`config.mk`:
```
export PLATFORM = sky130hd
export DESIGN_NAME = hart_issue_sched_flat
export DESIGN_NICKNAME = d
export VERILOG_FILES = /design/src/rtl/hart_issue_sched_pkg.sv /design/src/rtl/hart_issue_sched_if.sv /design/src/rtl/hart_issue_sched_rr_hart_pick.sv /design/src/rtl/hart_issue_sched.sv /design/src/flat_wrapper.sv
export SDC_FILE = /design/constraint.sdc
export NUM_CORES = 1
export LEC_CHECK = 0
export ABC_AREA = 1
export ABC_CLOCK_PERIOD_IN_PS = 3170
export CORE_UTILIZATION = 53
export CTS_BUF_LIST = sky130_fd_sc_hd__clkbuf_16
export CTS_CLUSTER_SIZE = 20
export DETAILED_ROUTE_END_ITERATION = 6
export PLACE_DENSITY = 0.82
export SLEW_MARGIN = 20
export SYNTH_ARGS = -nofsm -noshare
export SYNTH_HDL_FRONTEND = slang
export SYNTH_HIERARCHICAL = 1
export SYNTH_SLANG_ARGS = --single-unit
```
`constraint.sdc`:
```
create_clock -name clk -period 3.17 [get_ports clk]
set_input_delay 0.317 -clock clk [delete_from_list [all_inputs] [get_ports clk]]
set_output_delay 0.317 -clock clk [all_outputs]
set_load 0.005 [all_outputs]
```
`src/rtl/hart_issue_sched_pkg.sv`:
```
// Shared widths, types and state encodings for the per-cycle hart fetch scheduler.
// Mask width and id width are tied: HART_ID_W must be log2(HART_NUM).
package hart_issue_sched_pkg;

    localparam int HART_NUM     = 4;
    localparam int HART_ID_W    = 2;
    localparam int HART_STATE_B = HART_NUM - 1;
    localparam int HART_ID_B    = HART_ID_W - 1;
    localparam int PRIM_BURST   = 3;
    localparam int BURST_W      = 2;

    typedef logic [HART_STATE_B:0] hart_state_t;
    typedef logic [HART_ID_B:0]    hart_id_t;
    typedef logic [BURST_W-1:0]    burst_cnt_t;

    localparam burst_cnt_t BURST_MAX = burst_cnt_t'(PRIM_BURST);

    typedef enum logic [1:0] {
        SCHED_IDLE  = 2'd0,
        SCHED_PRIM  = 2'd1,
        SCHED_SHARE = 2'd2
    } sched_state_e;

    function automatic hart_id_t onehot_to_id(input hart_state_t oh);
        hart_id_t id;
        id = '0;
        for (int i = 0; i < HART_NUM; i++) begin
            if (oh[i]) begin
                id = hart_id_t'(i);
            end
        end
        return id;
    endfunction

endpackage

```
`src/rtl/hart_issue_sched_if.sv`:
```
// Hart-state inputs, IF-stage stall and issue outputs of the fetch scheduler.
// master is the scheduler; slave is the hart state unit / IF stage side.
interface hart_issue_sched_if
    import hart_issue_sched_pkg::*;
    ();

    hart_state_t acti_hstate;
    hart_state_t prim_hstate;
    logic        if_stall;
    logic        issue_valid;
    hart_id_t    issue_hid;
    hart_state_t issue_hstate;
    logic        hart_switch;
    logic [1:0]  sched_state;

    modport master (
        input  acti_hstate, prim_hstate, if_stall,
        output issue_valid, issue_hid, issue_hstate, hart_switch, sched_state
    );

    modport slave (
        output acti_hstate, prim_hstate, if_stall,
        input  issue_valid, issue_hid, issue_hstate, hart_switch, sched_state
    );

endinterface

```
`src/rtl/hart_issue_sched_rr_hart_pick.sv`:
```
// Combinational round-robin pick: first set bit of mask at ids ptr+1, ptr+2, ...
// wrapping back to ptr itself.
module rr_hart_pick
    import hart_issue_sched_pkg::*;
(
    input  hart_state_t mask,
    input  hart_id_t    ptr,
    output logic        found,
    output hart_id_t    hid,
    output hart_state_t hstate
);

    // rot[k] is the mask bit of the hart k+1 positions after ptr
    hart_state_t rot;

    for (genvar gi = 0; gi < HART_NUM; gi++) begin : g_rot
        localparam hart_id_t OFS = hart_id_t'(gi + 1);
        assign rot[gi] = mask[ptr + OFS];
    end

    always_comb begin
        found  = 1'b0;
        hid    = ptr;
        for (int i = HART_NUM - 1; i >= 0; i--) begin
            if (rot[i]) begin
                found = 1'b1;
                hid   = ptr + hart_id_t'(i + 1);
            end
        end
        hstate = found ? (hart_state_t'(1) << hid) : '0;
    end

endmodule

```
`src/rtl/hart_issue_sched.sv`:
```
// Fetch scheduler: primary hart first, one forced share slot after PRIM_BURST
// back-to-back primary issues, round-robin among the rest; holds on IF stall.
module hart_issue_sched
    import hart_issue_sched_pkg::*;
(
    input  logic                  clk,
    input  logic                  rst,
    hart_issue_sched_if.master    bus
);

    hart_state_t  prim_act;
    hart_state_t  others;
    hart_state_t  pick_mask;
    logic         prim_ok;
    logic         pick_found;
    hart_id_t     pick_hid;
    hart_state_t  pick_hstate;

    logic         sel_share;
    hart_id_t     sel_hid;
    hart_state_t  sel_hstate;

    sched_state_e state_reg;
    logic         issue_valid_reg;
    hart_id_t     issue_hid_reg;
    hart_state_t  issue_hstate_reg;
    logic         hart_switch_reg;
    hart_id_t     rr_ptr_reg;
    burst_cnt_t   burst_cnt_reg;
    logic         had_issue_reg;

    assign prim_act  = bus.prim_hstate & bus.acti_hstate;
    assign prim_ok   = |prim_act;
    assign others    = bus.acti_hstate & ~bus.prim_hstate;
    // With a live primary the RR picker only ever serves the share slot
    assign pick_mask = prim_ok ? others : bus.acti_hstate;

    rr_hart_pick u_pick (
        .mask   (pick_mask),
        .ptr    (rr_ptr_reg),
        .found  (pick_found),
        .hid    (pick_hid),
        .hstate (pick_hstate)
    );

    always_comb begin
        sel_share  = !prim_ok || (pick_found && (burst_cnt_reg == BURST_MAX));
        sel_hid    = sel_share ? pick_hid : onehot_to_id(prim_act);
        sel_hstate = sel_share ? pick_hstate : prim_act;
    end

    always_ff @(posedge clk) begin
        if (rst) begin
            state_reg        <= SCHED_IDLE;
            issue_valid_reg  <= 1'b0;
            issue_hid_reg    <= '0;
            issue_hstate_reg <= '0;
            hart_switch_reg  <= 1'b0;
            rr_ptr_reg       <= '0;
            burst_cnt_reg    <= '0;
            had_issue_reg    <= 1'b0;
        end else if (bus.if_stall) begin
            hart_switch_reg <= 1'b0;
            // A held hart that went inactive (e.g. I-cache miss) must not stay on the bus
            if (issue_valid_reg && !bus.acti_hstate[issue_hid_reg]) begin
                issue_valid_reg  <= 1'b0;
                issue_hstate_reg <= '0;
                state_reg        <= SCHED_IDLE;
            end
        end else if (bus.acti_hstate == '0) begin
            state_reg        <= SCHED_IDLE;
            issue_valid_reg  <= 1'b0;
            issue_hstate_reg <= '0;
            hart_switch_reg  <= 1'b0;
        end else begin
            issue_valid_reg  <= 1'b1;
            issue_hid_reg    <= sel_hid;
            issue_hstate_reg <= sel_hstate;
            hart_switch_reg  <= had_issue_reg && (sel_hid != issue_hid_reg);
            had_issue_reg    <= 1'b1;
            if (sel_share) begin
                state_reg     <= SCHED_SHARE;
                rr_ptr_reg    <= pick_hid;
                burst_cnt_reg <= '0;
            end else begin
                state_reg     <= SCHED_PRIM;
                burst_cnt_reg <= (burst_cnt_reg == BURST_MAX) ? BURST_MAX
                                                               : burst_cnt_reg + 1'b1;
            end
        end
    end

    assign bus.issue_valid  = issue_valid_reg;
    assign bus.issue_hid    = issue_hid_reg;
    assign bus.issue_hstate = issue_hstate_reg;
    assign bus.hart_switch  = hart_switch_reg;
    assign bus.sched_state  = state_reg;

    a_prim_onehot0: assert property (@(posedge clk) disable iff (rst) $onehot0(bus.prim_hstate));

endmodule

```
`src/flat_wrapper.sv`:
```
// flat-port wrapper written by rule: the top's interface ports become plain ports
module hart_issue_sched_flat import hart_issue_sched_pkg::*;
  (clk, rst, bus_acti_hstate, bus_prim_hstate, bus_if_stall, bus_issue_valid, bus_issue_hid, bus_issue_hstate, bus_hart_switch, bus_sched_state);
  hart_issue_sched_if bus_i ();
  input  logic clk;
  input  logic rst;
  input wire logic [$bits(bus_i.acti_hstate)-1:0] bus_acti_hstate;
  input wire logic [$bits(bus_i.prim_hstate)-1:0] bus_prim_hstate;
  input wire logic [$bits(bus_i.if_stall)-1:0] bus_if_stall;
  output wire logic [$bits(bus_i.issue_valid)-1:0] bus_issue_valid;
  output wire logic [$bits(bus_i.issue_hid)-1:0] bus_issue_hid;
  output wire logic [$bits(bus_i.issue_hstate)-1:0] bus_issue_hstate;
  output wire logic [$bits(bus_i.hart_switch)-1:0] bus_hart_switch;
  output wire logic [$bits(bus_i.sched_state)-1:0] bus_sched_state;
  assign bus_i.acti_hstate = bus_acti_hstate;
  assign bus_i.prim_hstate = bus_prim_hstate;
  assign bus_i.if_stall = bus_if_stall;
  assign bus_issue_valid = bus_i.issue_valid;
  assign bus_issue_hid = bus_i.issue_hid;
  assign bus_issue_hstate = bus_i.issue_hstate;
  assign bus_hart_switch = bus_i.hart_switch;
  assign bus_sched_state = bus_i.sched_state;
  hart_issue_sched u_core (.clk(clk), .rst(rst), .bus(bus_i));
endmodule
```
==> results.sh <==
export IMPL_max_cap_viol_count=0
export IMPL_ios=21
export IMPL_overflow=0
export IMPL_clockRootBuffer="clkbuf_16"
export IMPL_gp_congestion=0.8696
export IMPL_ant_nets=0
export IMPL_cts_sinks=15
export IMPL_synth_seq_cells=15
export IMPL_final_util_pct=75.83
export IMPL_dieWidth_um=46.88
export IMPL_dpl_hpwl_mm=2.209
export IMPL_postSynthCellCount=180
export IMPL_cp_slowest_cell="clkdlybuf4s50_1"
export IMPL_crit_type="in2reg"
export IMPL_pre_cts_ws_ps=802.8
export IMPL_drt_wl_total_mm=2.802
export IMPL_drive_above_1_share_pct=11.88
export IMPL_portBuffers=20
export IMPL_dp_cells=223
export IMPL_fin_area_mm2=0.001366
export IMPL_fmax_ghz=0.4700
export IMPL_skew_ps=4.938
export IMPL_grt_pass1_wl_mm=4.326
export IMPL_antenna_cells=0
export IMPL_hold_slack_ps=458.9
export IMPL_critical_path_max_fanout=9
export IMPL_htreeDepth=1
export IMPL_syn_area_per_cell_um2=5.929
export IMPL_dpl_instance_area_mm2=0.001284
export IMPL_drtIter0Drc=43
export IMPL_path_cells="clkdlybuf4s50_1 > inv_1 > nor2_1 > nand2_1 > nand2_2 > nand2_1 > nand2_1 > inv_2 > nand3b_2 > nand3_2 > nand2_2 > nand2_4 > nor2_8 > inv_2 > nor2_1 > nor2_1"
export IMPL_worstPathArrival_ps=2270
export IMPL_end_kind="register"
export IMPL_power_leakage_nw=0.7033
export IMPL_p_comb_share_pct=27.9
export IMPL_finalNonFillerCells=227
export IMPL_die_height_um=46.88
export IMPL_area_growth_pct=28.02
export IMPL_slew_viol_final=0
export IMPL_synth_top_area_share_pct=28.14
export IMPL_fin_crit_ps=2128
export IMPL_finalCritPeriodShare_pct=67.12
export IMPL_yosysSeqAreaShare_pct=28.14
export IMPL_drc=0
export IMPL_power_uw=643.0
export IMPL_core_area_mm2=0.001802
export IMPL_drtPass1Iterations=4
export IMPL_setup_viol=0
export IMPL_vias=1208
export IMPL_cts_hold_buf=0
export IMPL_die_area_mm2=0.002197
export IMPL_synth_nets=191
export IMPL_crit_required_ps=3310
export IMPL_cts_buffer_depth=2
export IMPL_powerDensity_mw_per_mm2=470.6
export IMPL_cts_resized=0
export IMPL_power_share_clock_pct=38.7
export IMPL_clk_latency_ps=250
export IMPL_cts_tree="yes"
export IMPL_synth_area_leader_cell="dfxtp_1"
export IMPL_fin_nets=214
export IMPL_nFillCells=170
export IMPL_seq_power_share_pct=33.4
export IMPL_synth_area_top_cells="dfxtp_1, nand2_1, nand3_1"
export IMPL_p_int_uw=443.4
export IMPL_grt_usage_pct=28.24
export IMPL_avgRoutedWirePerCell_um=12.34
export IMPL_setup_tns_final_ps=0
export IMPL_grt_pass1_vias=1060
export IMPL_cp_top_family="simple AND/OR/NAND/NOR gates"
export IMPL_start_kind="input port"
export IMPL_cts_clk_slew_worst_paths_ps=50
export IMPL_yosysUniqueCellTypes=21
export IMPL_finalHoldViolCount=0
export IMPL_hold_path_class="reg2reg"
export IMPL_largest_reg_flops=4
export IMPL_worst_slack_ps=1042
export IMPL_vias_per_cell=5.322
export IMPL_ir_drop_uv=348.9
export IMPL_status="completed"
export IMPL_cts_buffers=3
export IMPL_crit_buf_inv=4
export IMPL_syn_area_mm2=0.001067
export IMPL_slew_headroom_pct=74.18
export IMPL_initial_core_util_pct=59.24
export IMPL_switchingPower_uw=199.7
export IMPL_worstMarginPinSlew_ps=386.1
export IMPL_cts_setup_buffers=0
export IMPL_fp_row_count=15
export IMPL_slowest_delay_ps=490
export IMPL_grt_max_degree=12
export IMPL_rsz0062_at_grt="no"
export IMPL_yosysWarnings=6
export IMPL_antenna_found_initial=0
export IMPL_switching_share_pct=31.05
## metal layers
metal / vias up / global-route usage, % / share of wire, %
met4: 0 / 6.857 / 0.36
met2: 37 / 49.44 / 49
met5: - / 0 / 0
li1: 609 / - / -
met3: 2 / 5.385 / 6.6
met1: 560 / 35.66 / 44
## cell families after synthesis
group,Yosys count,share of synthesized area (%)
AO/OA/AOI/OAI,18,9.261
AND/OR/NAND/NOR,116,50.53
buffers and inverters,31,12.07
flip-flops,15,28.14
## final timing paths
check | start | end | slack (ps) | cells after the start
setup / recovery | bus_acti_hstate[2] | u_core/rr_ptr_reg[1] | 1040 | 16
hold / removal | u_core/bus.sched_state[0] | u_core/bus.sched_state[0] | 460 | 2
setup reg to reg | u_core/rr_ptr_reg[0] | u_core/bus.hart_switch | 1160 | 13
hold reg to reg | u_core/bus.sched_state[0] | u_core/bus.sched_state[0] | 460 | 2
## Yosys cell counts
master	number
buf_6	1
clkbuf_1	1
inv_2	2
nand2_4	1
nand3b_2	1
inv_6	1
a21oi_2	1
nand2_1	60
inv_1	26
o21ai_0	3
o211ai_1	1
o21ai_1	1
a22oi_1	1
nand3_1	25
nor2_1	13
nand4_1	2
dfxtp_1	15
nor2_8	1
a21oi_1	11
nand2_2	12
nand3_2	1
## power groups by stage
stage          Sequential (mW)  Clock [mW]  Combinational [mW]
6_report                 0.215       0.249               0.179
5_1_grt                  0.217       0.262               0.201
4_1_cts                  0.215       0.251               0.178
3_5_place_dp             0.218           0               0.175
3_3_place_gp             0.218           0               0.172
2_1_floorplan            0.215           0               0.123
## worst register-to-register path: stages, from the launching register on
cell	delay, ps
dfxtp_1	550
inv_6	80
nand2_2	90
nand2_2	60
nand2_1	80
nand2_2	60
nand3b_2	230
nand3_2	120
nand2_2	130
nand2_4	170
nand2_1	100
nand3_1	70
nand2_1	50
a21oi_1	140
## layout by cell type, fill, tap and decap left out
| master | n |
|---|---|
| nand2_4 | 1 |
| nand4_1 | 2 |
| a21oi_2 | 1 |
| inv_6 | 1 |
| o211ai_1 | 1 |
| a21oi_1 | 11 |
| nor2_1 | 13 |
| nand2_1 | 60 |
| nand3_1 | 25 |
| nand3_2 | 1 |
| dfxtp_1 | 15 |
| inv_2 | 2 |
| clkdlybuf4s50_1 | 20 |
| clkinvlp_4 | 1 |
| a22oi_1 | 1 |
| o21ai_1 | 1 |
| inv_1 | 26 |
| o21ai_0 | 3 |
| nor2_8 | 1 |
| nand2_2 | 12 |
| nand3b_2 | 1 |
| clkbuf_16 | 3 |
## area by class of cell
class,instances,area (µm²),share of cell area (%)
multi-input combinational,134,638.1,46.70
sequential,15,300.3,21.98
timing repair buffer,20,200.2,14.65
inverter,29,113.9,8.333
clock buffer,3,75.07,5.495
tap,25,31.28,2.289
clock inverter,1,7.507,0.5495
Power figures use the tool's default switching activity.
